===== src/rtl/udp_pkg.sv =====
// Shared UDP definitions used by the receive and transmit paths.
package udp_pkg;

    // UDP header is always eight bytes: src port, dst port, length, checksum
    localparam logic [15:0] UDP_HDR_LEN      = 16'd8;
    // Smallest length field that carries at least one payload byte
    localparam logic [15:0] UDP_MIN_LEN      = 16'd9;
    // Index of the final header byte (checksum low byte)
    localparam logic [15:0] UDP_HDR_LAST_IDX = 16'd7;
    // IP protocol number identifying UDP
    localparam logic [7:0]  IP_PROTO_UDP     = 8'd17;
    // Local port used until software programs another one
    localparam logic [15:0] UDP_DEFAULT_PORT = 16'h8080;

    // Datagram parser states
    typedef enum logic [1:0] {
        ST_IDLE    = 2'd0,
        ST_HEADER  = 2'd1,
        ST_PAYLOAD = 2'd2,
        ST_DISCARD = 2'd3
    } udp_state_t;

endpackage


===== src/rtl/udp_rx.sv =====
// UDP receiver: strips the 8-byte UDP header from an IP payload stream,
// filters on the local destination port and forwards the payload bytes
// with one cycle of latency. Padding after the UDP length is dropped and
// short or truncated datagrams are flagged on o_udp_err.
module udp_rx
    import udp_pkg::*;
#(
    parameter logic [15:0] P_LOCAL_UDP_PORT = UDP_DEFAULT_PORT
) (
    input  logic        i_clk,
    input  logic        i_rst,
    input  logic [15:0] i_local_udp_port,
    input  logic        i_local_udp_valid,
    input  logic [7:0]  i_ip_type,
    input  logic [7:0]  i_ip_data,
    input  logic        i_ip_valid,
    input  logic        i_ip_last,
    output logic [7:0]  o_udp_data,
    output logic [15:0] o_udp_len,
    output logic        o_udp_valid,
    output logic        o_udp_last,
    output logic [15:0] o_src_udp_port,
    output logic        o_udp_err
);

    udp_state_t  state_r;
    logic [15:0] cnt_r;
    logic [15:0] local_port_r;
    logic [15:0] hdr_src_r;
    logic [15:0] hdr_dst_r;
    logic [15:0] hdr_len_r;

    logic        is_udp_s;
    logic        hdr_ok_s;
    logic        hdr_end_s;
    logic        pay_end_s;
    logic [15:0] len_m1_s;
    logic [15:0] cnt_inc_s;

    // Decode helpers shared by the parser: protocol match, header verdict, end markers
    always_comb begin
        is_udp_s  = (i_ip_type == IP_PROTO_UDP);
        len_m1_s  = hdr_len_r - 16'd1;
        cnt_inc_s = cnt_r + 16'd1;
        hdr_end_s = (cnt_r == UDP_HDR_LAST_IDX);
        pay_end_s = (cnt_r == len_m1_s);
        hdr_ok_s  = (hdr_dst_r == local_port_r) && (hdr_len_r >= UDP_MIN_LEN);
    end

    // Local port register; a strobe is visible to the parser from the next cycle
    always_ff @(posedge i_clk or posedge i_rst) begin
        if (i_rst) begin
            local_port_r <= P_LOCAL_UDP_PORT;
        end else if (i_local_udp_valid) begin
            local_port_r <= i_local_udp_port;
        end else begin
            local_port_r <= local_port_r;
        end
    end

    // Datagram parser FSM with header capture and registered payload outputs
    always_ff @(posedge i_clk or posedge i_rst) begin
        if (i_rst) begin
            state_r        <= ST_IDLE;
            cnt_r          <= 16'd0;
            hdr_src_r      <= 16'd0;
            hdr_dst_r      <= 16'd0;
            hdr_len_r      <= 16'd0;
            o_udp_data     <= 8'd0;
            o_udp_len      <= 16'd0;
            o_udp_valid    <= 1'b0;
            o_udp_last     <= 1'b0;
            o_src_udp_port <= 16'd0;
            o_udp_err      <= 1'b0;
        end else begin
            // Qualifiers and the error flag are single-cycle pulses
            o_udp_valid <= 1'b0;
            o_udp_last  <= 1'b0;
            o_udp_err   <= 1'b0;

            if (i_ip_valid) begin
                case (state_r)
                    ST_IDLE: begin
                        if (is_udp_s) begin
                            hdr_src_r[15:8] <= i_ip_data;
                            if (i_ip_last) begin
                                // One-byte datagram cannot hold a header
                                o_udp_err <= 1'b1;
                                state_r   <= ST_IDLE;
                                cnt_r     <= 16'd0;
                            end else begin
                                state_r <= ST_HEADER;
                                cnt_r   <= 16'd1;
                            end
                        end else begin
                            // Other protocols are silently skipped
                            if (i_ip_last) begin
                                state_r <= ST_IDLE;
                                cnt_r   <= 16'd0;
                            end else begin
                                state_r <= ST_DISCARD;
                                cnt_r   <= 16'd1;
                            end
                        end
                    end

                    ST_HEADER: begin
                        case (cnt_r[2:0])
                            3'd1:    hdr_src_r[7:0]  <= i_ip_data;
                            3'd2:    hdr_dst_r[15:8] <= i_ip_data;
                            3'd3:    hdr_dst_r[7:0]  <= i_ip_data;
                            3'd4:    hdr_len_r[15:8] <= i_ip_data;
                            3'd5:    hdr_len_r[7:0]  <= i_ip_data;
                            default: hdr_len_r       <= hdr_len_r;
                        endcase

                        if (hdr_end_s) begin
                            if (hdr_ok_s && !i_ip_last) begin
                                // Accepted: publish length and source for this datagram
                                state_r        <= ST_PAYLOAD;
                                cnt_r          <= cnt_inc_s;
                                o_udp_len      <= hdr_len_r - UDP_HDR_LEN;
                                o_src_udp_port <= hdr_src_r;
                            end else begin
                                // Wrong port, bad length, or frame ends at the header
                                o_udp_err <= 1'b1;
                                if (i_ip_last) begin
                                    state_r <= ST_IDLE;
                                    cnt_r   <= 16'd0;
                                end else begin
                                    state_r <= ST_DISCARD;
                                    cnt_r   <= cnt_inc_s;
                                end
                            end
                        end else if (i_ip_last) begin
                            // Header cut short
                            o_udp_err <= 1'b1;
                            state_r   <= ST_IDLE;
                            cnt_r     <= 16'd0;
                        end else begin
                            state_r <= ST_HEADER;
                            cnt_r   <= cnt_inc_s;
                        end
                    end

                    ST_PAYLOAD: begin
                        o_udp_valid <= 1'b1;
                        o_udp_data  <= i_ip_data;
                        if (pay_end_s) begin
                            // Final byte per the length field; anything after is padding
                            o_udp_last <= 1'b1;
                            if (i_ip_last) begin
                                state_r <= ST_IDLE;
                                cnt_r   <= 16'd0;
                            end else begin
                                state_r <= ST_DISCARD;
                                cnt_r   <= cnt_inc_s;
                            end
                        end else if (i_ip_last) begin
                            // IP frame ended before the UDP length was reached
                            o_udp_last <= 1'b1;
                            o_udp_err  <= 1'b1;
                            state_r    <= ST_IDLE;
                            cnt_r      <= 16'd0;
                        end else begin
                            state_r <= ST_PAYLOAD;
                            cnt_r   <= cnt_inc_s;
                        end
                    end

                    ST_DISCARD: begin
                        if (i_ip_last) begin
                            state_r <= ST_IDLE;
                            cnt_r   <= 16'd0;
                        end else begin
                            state_r <= ST_DISCARD;
                            cnt_r   <= cnt_inc_s;
                        end
                    end

                    default: begin
                        state_r <= ST_IDLE;
                        cnt_r   <= 16'd0;
                    end
                endcase
            end else begin
                // Gap in the input stream: hold position
                state_r <= state_r;
                cnt_r   <= cnt_r;
            end
        end
    end

endmodule


===== config.mk =====
export PLATFORM = sky130hd
export DESIGN_NAME = udp_rx
export DESIGN_NICKNAME = d
export VERILOG_FILES = /design/src/rtl/udp_pkg.sv /design/src/rtl/udp_rx.sv
export SDC_FILE = /design/constraint.sdc
export NUM_CORES = 1
export LEC_CHECK = 0
export CAP_MARGIN = 40
export CORE_ASPECT_RATIO = 1.1
export CORE_MARGIN = 2
export CORE_UTILIZATION = 56
export CTS_BUF_LIST = sky130_fd_sc_hd__clkbuf_8
export CTS_CLUSTER_DIAMETER = 40
export DETAILED_ROUTE_END_ITERATION = 8
export GPL_ROUTABILITY_DRIVEN = 1
export PLACE_DENSITY = 0.81
export SLEW_MARGIN = 10
export SYNTH_ARGS = -nofsm -noshare
export SYNTH_HDL_FRONTEND = slang
export SYNTH_SLANG_ARGS = --single-unit

===== constraint.sdc =====
create_clock -name i_clk -period 5.4 [get_ports i_clk]
set_input_delay 1.08 -clock i_clk [delete_from_list [all_inputs] [get_ports i_clk]]
set_output_delay 1.08 -clock i_clk [all_outputs]
set_load 0.02 [all_outputs]

After elaboration in Yosys (flattened, before gate mapping)
Index checks and enable logic that the tools add are counted.
- add/sub/neg operators: 3
- reductions and logical operators: 13
- $lt $le $gt $ge: 1
- mux-type cells: 25
- equality and inequality tests: 12
- operators with widths (cell ; count):
    2-to-1 mux 16 bit ; 3
    case mux 16 bit (3 select lines) ; 1
    == test 16 bit ; 2
    AND reduction 3 bit ; 6
    adder 16 x 1 -> 16 bit, second input constant ; 1
    == test 16 x 3 -> 1 bit, second input constant ; 1
    greater-or-equal comparator 16 x 4 -> 1 bit, second input constant ; 1
    subtractor 16 x 1 -> 16 bit, second input constant ; 1
    subtractor 16 x 4 -> 16 bit, second input constant ; 1
    2-to-1 mux 1 bit ; 13
    2-to-1 mux 2 bit ; 6
    == test 8 x 5 -> 1 bit, second input constant ; 1
    case mux 2 bit (4 select lines) ; 1
    == test 3 x 2 -> 1 bit, second input constant ; 2
    == test 3 bit, second input constant ; 2
    == test 2 bit, second input constant ; 2
    AND reduction 4 bit ; 1
    == test 3 x 1 -> 1 bit, second input constant ; 1
    case mux 1 bit (3 select lines) ; 1
    == test 2 x 1 -> 1 bit, second input constant ; 1
    logical AND 1 bit ; 2
    zero test 2 bit ; 1
    AND reduction 2 bit ; 1
    OR reduction 2 bit ; 1
    zero test 1 bit ; 1
- input port bits: 37
- register bits after elaboration: 125
- output and inout bits: 43
- logic and storage cells: 69

Depth between registers and ports, before layout
Gate-level depths: netlist of run 1.
- depth after elaboration: 7
- depth in mapped cells: 9
- depth with buffers taken out: 8

Least setup slack after synthesis of run 1
OpenSTA, ideal clock, no wires.
- path type: in2reg
- start point: input i_ip_valid
- end point: register o_src_udp_port[10]
- setup slack: 2.778 ns
- arrival time: 2.494 ns
- stages: 7
- data required time: 5.272 ns
- path through: buf_6 > and2_1 > clkbuf_1 > nor3b_1 > nand3_1 > buf_2 > mux2_1
- cells in the longest elaborated chain, start to end: 1
- ends and longest elaborated chain (element ; line ; RTL):
    start, declared ; udp_rx.sv:16 ; input logic i_ip_valid,
    AND reduction 4 bit (no line) ; -- ;
    end signal, assigned ; udp_rx.sv:123 ; o_src_udp_port <= hdr_src_r;
    end, declared ; udp_rx.sv:22 ; output logic [15:0] o_src_udp_port,
No other way between the ends.
A chain may end at the register's enable or synchronous reset.

Final worst setup path of run 1
- start point: input i_ip_valid
- end point: register o_src_udp_port[3]
The elaborated chain is that of the path after synthesis.

==> results of run 1 <==
==> report_power, final <==
| group | internal (mW) | switching [mW] | leakage [nW] | total (mW) |
|---|---|---|---|---|
| Sequential | 0.998 | 0.0450 | 1.68 | 1.04 |
| Clock | 0.370 | 0.394 | 0.183 | 0.763 |
| Combinational | 0.149 | 0.137 | 1.42 | 0.286 |
==> through the flow <==
stage,cells,utilization (%)
2_1_floorplan,488,-
3_3_place_gp,689,65.5
3_5_place_dp,689,65.5
4_1_cts,721,69.1
5_1_grt,721,69.1
6_report,721,69.1
==> worst reg2reg max path: cells and delay by family (launching register included) <==
family / cells / cell delay, ns
fa+ha+maj: 1 / 0.24
simple gates: 3 / 0.76
compound gates: 1 / 0.23
buf+inv: 2 / 0.54
flops: 1 / 0.46
mux: 1 / 0.40
==> cell usage after synthesis, drive strengths merged (2+ instances only) <==
library cell / count / share of area (%)
a31oi: 4 / 0.43
inv: 12 / 0.77
nor3b: 2 / 0.26
o31ai: 2 / 0.26
nor3: 11 / 1.1
ha: 8 / 1.7
nor2b: 4 / 0.43
nand3: 15 / 1.3
clkbuf: 18 / 1.2
o31a: 2 / 0.30
buf: 6 / 0.98
xor2: 22 / 3.3
o21ai: 22 / 1.9
or4: 2 / 0.32
dfstp: 2 / 0.90
nor4b: 2 / 0.30
and2: 4 / 0.43
or3: 3 / 0.32
nor4: 6 / 0.64
mux2: 90 / 17
xnor2: 39 / 5.8
dfrtp: 123 / 52
nor2: 23 / 1.5
nand4: 11 / 1.2
nand2: 31 / 2.0
a21oi: 5 / 0.43
and3: 5 / 0.53
==> registers in the layout, summed over array words and instances, names as in the netlist <==
signal,cells
hdr_src_r,16
o_udp_err,1
o_udp_valid,1
hdr_dst_r,16
local_port_r,16
cnt_r,16
o_udp_len,16
state_r,2
hdr_len_r,16
o_udp_last,1
o_udp_data,8
o_src_udp_port,16
==> area by class of cell <==
class | instances | area (um^2)
Inverter | 12 | 47.5
Fill cell | 757 | 3180
Clock inverter | 15 | 138
Clock buffer | 17 | 234
Multi-Input combinational cell | 327 | 2570
Timing Repair Buffer | 82 | 813
Tap cell | 143 | 179
Sequential cell | 125 | 3130
==> cell families (layout without fill, tap and decap cells) <==
| family | after synthesis | after routing | synth area share [%] |
|---|---|---|---|
| multiplexers | 90 | 90 | 17.3 |
| AO/OA/AOI/OAI | 43 | 43 | 4.46 |
| adder cells (fa/ha/maj) | 8 | 8 | 1.71 |
| buffers and inverters | 36 | 126 | 2.90 |
| flip-flops | 125 | 125 | 53.4 |
| AND/OR/NAND/NOR | 125 | 125 | 11.2 |
| XOR/XNOR | 61 | 61 | 9.11 |
==> final timing paths <==
check / slack, ns / endpoint / cells past startpoint / start
hold reg to reg: 0.48 / o_udp_len[8]$_DFFE_PP0P_ / 2 / o_udp_len[8]$_DFFE_PP0P_
hold / removal: 0.48 / o_udp_len[8]$_DFFE_PP0P_ / 2 / o_udp_len[8]$_DFFE_PP0P_
max in group asynchronous: 3.39 / hdr_len_r[0]$_DFFE_PP0P_ / 3 / i_rst
min in group asynchronous: 0.98 / state_r[1]$_DFFE_PP0P_ / 2 / i_rst
setup / recovery: 2.41 / o_src_udp_port[3]$_DFFE_PP0P_ / 6 / i_ip_valid
setup reg to reg: 2.66 / o_src_udp_port[3]$_DFFE_PP0P_ / 8 / hdr_len_r[0]$_DFFE_PP0P_
==> layer usage <==
metal / part of all wire (%) / GRT usage (%) / up-vias
met5: 0 / 0 / -
met4: 1.2 / 7.48 / 0
met3: 4.8 / 6.28 / 17
met2: 51 / 39.5 / 103
met1: 43 / 31.3 / 2022
li1: - / - / 1868
==> flow_summary.json, run 1 <==
{
  "status": "finished, final reports clean",
  "worstMarginPinSlew_ns": 0.824,
  "grt_pass1_wl_um": 21000,
  "fin_total_pwr_mw": 2.09,
  "fin_ws_ns": 2.41,
  "drt-initial-drc-count": 125,
  "clockRootBuffer": "clkbuf_8",
  "ctsHoldBuffers": 0,
  "htreeDepth": 4,
  "crit_path_start_kind": "primary input",
  "diodes": 0,
  "final_hold_viol_count": 0,
  "grt_pass1_vias": 4270,
  "cellPowerDensity_nw_per_um2": 294,
  "initial_core_util_pct": 57.0,
  "layout_commonest_cell": "dfrtp_1",
  "dpl.hpwl_um": 8900,
  "num_rows": 39,
  "final_cell_mix": "123 x dfrtp_1, 79 x clkdlybuf4s50_1, 78 x mux2_2",
  "place_worst_setup_slack_ns": 2.00,
  "postRouteAntennaNets": 0,
  "critPathBufInv": 2,
  "drc": 0,
  "fin_skew_ns": 0.00722,
  "relSlewSlack_pct": 44.9,
  "avgSynthCellArea_um2": 12.0,
  "seq_area_frac_synth_pct": 53.4,
  "period_share_pct": 55.4,
  "synth_edf_count": 0,
  "cp.arrival_ns": 3.30,
  "cts_setup_buffers": 0,
  "max_freq_mhz": 335,
  "grt_max_degree": 59,
  "crit_chain": "clkdlybuf4s50_1 > and2_1 > nor3b_1 > nand3_2 > buf_4 > mux2_1",
  "io_pins": 80,
  "fin_crit_ns": 2.99,
  "fp.dieH_um": 111,
  "cts.sinks": 125,
  "place.gp.congestion": 0.875,
  "cts_tree": "done",
  "endpoint_kind": "flip-flop",
  "grt_overflow": 0,
  "numCtsBuffers": 17,
  "clock_latency_ns": 0.43,
  "p_leak_nw": 3.28,
  "worstSetupPathType": "in2reg",
  "drtPass1Iterations": 4,
  "cp_top_family": "buffers and inverters",
  "yosys_register_bits": 125,
  "ys_types": 47,
  "report.final.slew_viol_count": 0,
  "synth_nets": 533,
  "ys.flop_type": "dfrtp_1",
  "antenna_found_initial": 0,
  "slowest_delay_ns": 0.84,
  "numPortBuffers": 79,
  "rsz0062_at_grt": "false",
  "drive_gt1_share_pct": 20.6,
  "critical_path_required_ns": 5.71,
  "clk_pin_slew_ns": 0.07,
  "ys_warn_count": 0,
  "wl_um": 12500,
  "cp_max_fo": 46,
  "dieArea_um2": 11300,
  "ctsResizeCount": 0,
  "dr_total_vias": 4010,
  "syn-cell-area_um2": 5870,
  "wire_per_inst_um": 17.3,
  "area_delta_synth_final_pct": 21.2,
  "synthCells": 488,
  "clockBufferDepth": 2,
  "viasPerCell": 5.56,
  "synthArstFlopShare_pct": 100,
  "coreArea_um2": 10300,
  "finalSetupTns_ns": 0,
  "fin_nets": 610,
  "drv_cap": 0,
  "grt_usage_pct": 24.1,
  "timing.hold.ws_ns": 0.482,
  "dieWidth_um": 102,
  "worst_path_max_delay_cell": "clkdlybuf4s50_1",
  "hold_path.class": "reg2reg",
  "final-setup-viol-count": 0,
  "placed_cell_area_um2": 6740,
  "peakVddDrop_v": 0.000258,
  "finalInstanceArea_um2": 7110
}
Note: power is estimated with default switching activity, not from simulation.
==> inputs of run 2 (changes only) <==
==> constraint.sdc (replaced) <==
create_clock -name i_clk -period 2.89 [get_ports i_clk]
set_input_delay 0.578 -clock i_clk [delete_from_list [all_inputs] [get_ports i_clk]]
set_output_delay 0.578 -clock i_clk [all_outputs]
set_load 0.02 [all_outputs]
==> run 2 against run 1 <==
Clock skew increased by 0.0096 ns; sequential power increased by 88%; register-to-register slack got worse by 2.3 ns.
==> flow_summary.json, run 2 (synthesis gave the netlist of run 1 again) <==
{
  "grt_max_degree": 64,
  "hold_path.class": "reg2reg",
  "drtPass1Iterations": 4,
  "rsz0062_at_grt": "false",
  "grt_pass1_wl_um": 22700,
  "drv_cap": 0,
  "fin_crit_ns": 2.56,
  "finalInstanceArea_um2": 7250,
  "layout.cells.non_filler": 725,
  "period_share_pct": 88.4,
  "cts_setup_buffers": 0,
  "critPathLaunch": "hdr_len_r[3]$_DFFE_PP0P_",
  "dieArea_um2": 11300,
  "place.gp.congestion": 0.885,
  "multi_input_area_um2": 2570,
  "numPortBuffers": 79,
  "fin_skew_ns": 0.0168,
  "endpoint_kind": "flip-flop",
  "viasPerCell": 5.58,
  "htreeDepth": 4,
  "seqCellArea_um2": 3130,
  "clock_latency_ns": 0.45,
  "timing.rr.start": "hdr_len_r[3]$_DFFE_PP0P_",
  "drc": 0,
  "postRouteAntennaNets": 0,
  "layout_commonest_cell": "dfrtp_1",
  "grt_overflow": 0,
  "critical_path_required_ns": 3.26,
  "wl_um": 13400,
  "dpl.hpwl_um": 9540,
  "crit_path_start_kind": "flip-flop",
  "slowest_delay_ns": 0.54,
  "wire_per_inst_um": 18.5,
  "antenna_found_initial": 0,
  "finish.utilization_pct": 70.4,
  "final_cell_mix": "123 x dfrtp_1, 79 x clkdlybuf4s50_1, 78 x mux2_2",
  "timing.rr.end": "o_udp_last$_DFF_PP0_",
  "fp.dieH_um": 111,
  "grt_usage_pct": 26.5,
  "worstMarginPinSlew_ns": 0.791,
  "io_pins": 80,
  "dp.cells": 693,
  "clockRootBuffer": "clkbuf_8",
  "numCtsBuffers": 17,
  "grt_pass1_vias": 4423,
  "max_freq_mhz": 391,
  "cp.arrival_ns": 2.93,
  "cp_max_fo": 6,
  "status": "finished, final reports clean",
  "clockBufferDepth": 2,
  "cts_tree": "done",
  "peakVddDrop_v": 0.000477,
  "num_rows": 39,
  "clk_pin_slew_ns": 0.08,
  "initial_core_util_pct": 57.0,
  "finalSetupTns_ns": 0,
  "worstSetupPathType": "reg2reg",
  "worst_path_max_delay_cell": "or4_1",
  "drive_gt1_share_pct": 21.1,
  "num-fill-cells": 759,
  "crit_chain": "inv_1 > ha_1 > or4b_1 > nor3_1 > a31oi_1 > or4_1 > a21oi_1",
  "diodes": 0,
  "coreArea_um2": 10300,
  "dr_total_vias": 4044,
  "ctsResizeCount": 0,
  "cts.sinks": 125,
  "p_leak_nw": 3.35,
  "cellPowerDensity_nw_per_um2": 577,
  "final-setup-viol-count": 0,
  "reg2reg_setup_slack_ns": 0.33,
  "cp-endpoint": "o_udp_last$_DFF_PP0_",
  "worstRegToRegCells": 7,
  "fin_nets": 614,
  "placed_cell_area_um2": 6810,
  "area_delta_synth_final_pct": 23.6,
  "report.final.slew_viol_count": 0,
  "ctsHoldBuffers": 0,
  "drt-initial-drc-count": 217,
  "dieWidth_um": 102,
  "relSlewSlack_pct": 46.8,
  "final_hold_viol_count": 0
}
run 2: cell types whose count changed in the layout (fill, tap and decap cells not counted):
| cell | previous run | this run |
|---|---|---|
| inv_4 | 1 | 0 |
| bufinv_16 | 1 | 4 |
| buf_12 | 0 | 3 |
| clkbuf_8 | 17 | 18 |
| inv_6 | 5 | 3 |
| inv_8 | 1 | 0 |
| buf_4 | 3 | 4 |
run 2: power breakdown:
part,internal [mW],total (mW),switching (mW)
combinational,0.287,0.551,0.264
clock,0.964,1.68,0.713
sequential,1.87,1.96,0.0895
run 2: per-layer routing:
| metal | up-vias | share of wire, % | global-route usage (%) | routed length, um |
|---|---|---|---|---|
| met3 | 28 | 5.7 | 8.10 | 771 |
| li1 | 1870 | - | - | - |
| met4 | 0 | 2.2 | 9.19 | 291 |
| met2 | 128 | 51 | 43.2 | 6820 |
| met5 | - | 0 | 0 | 0 |
| met1 | 2018 | 41 | 33.3 | 5550 |
run 2: worst min-delay path by stage:
stage	endpoint	from	cells past startpoint
finish	o_udp_len[7]$_DFFE_PP0P_	o_udp_len[7]$_DFFE_PP0P_	2
global route	o_src_udp_port[4]$_DFFE_PP0P_	hdr_src_r[4]$_DFFE_PP0P_	1
CTS	o_udp_len[7]$_DFFE_PP0P_	o_udp_len[7]$_DFFE_PP0P_	2
detailed placement	o_udp_len[9]$_DFFE_PP0P_	o_udp_len[9]$_DFFE_PP0P_	2
global placement	o_src_udp_port[11]$_DFFE_PP0P_	hdr_src_r[11]$_DFFE_PP0P_	1
floorplan	o_src_udp_port[10]$_DFFE_PP0P_	hdr_src_r[10]$_DFFE_PP0P_	1
run 2: critical path: cells and delay by family (launching register included):
| kind | cells | cell delay (ns) |
|---|---|---|
| and+or+nand+nor | 3 | 1.31 |
| AOI/OAI and AO/OA | 2 | 0.33 |
| adders and majority gates | 1 | 0.25 |
| buffers and inverters | 1 | 0.13 |
| DFF | 1 | 0.46 |
run 2: final cells by class:
type                            instances  share of cell area [%]
Timing Repair Buffer                   86                    12.2
Tap cell                              143                    2.47
Sequential cell                       125                    43.2
Multi-Input combinational cell        327                    35.5
Clock inverter                         14                    2.64
Inverter                               12                   0.673
Clock buffer                           18                    3.42
run 2: per-stage QoR:
stage	worst slack (ns)	hold WS [ns]	power [mW]
floorplan	0.570	0.452	2.31
global placement	0.396	0.459	2.51
detailed placement	0.349	0.471	2.54
CTS	0.320	0.487	4.22
global route	0.212	0.511	4.36
finish	0.335	0.477	4.18
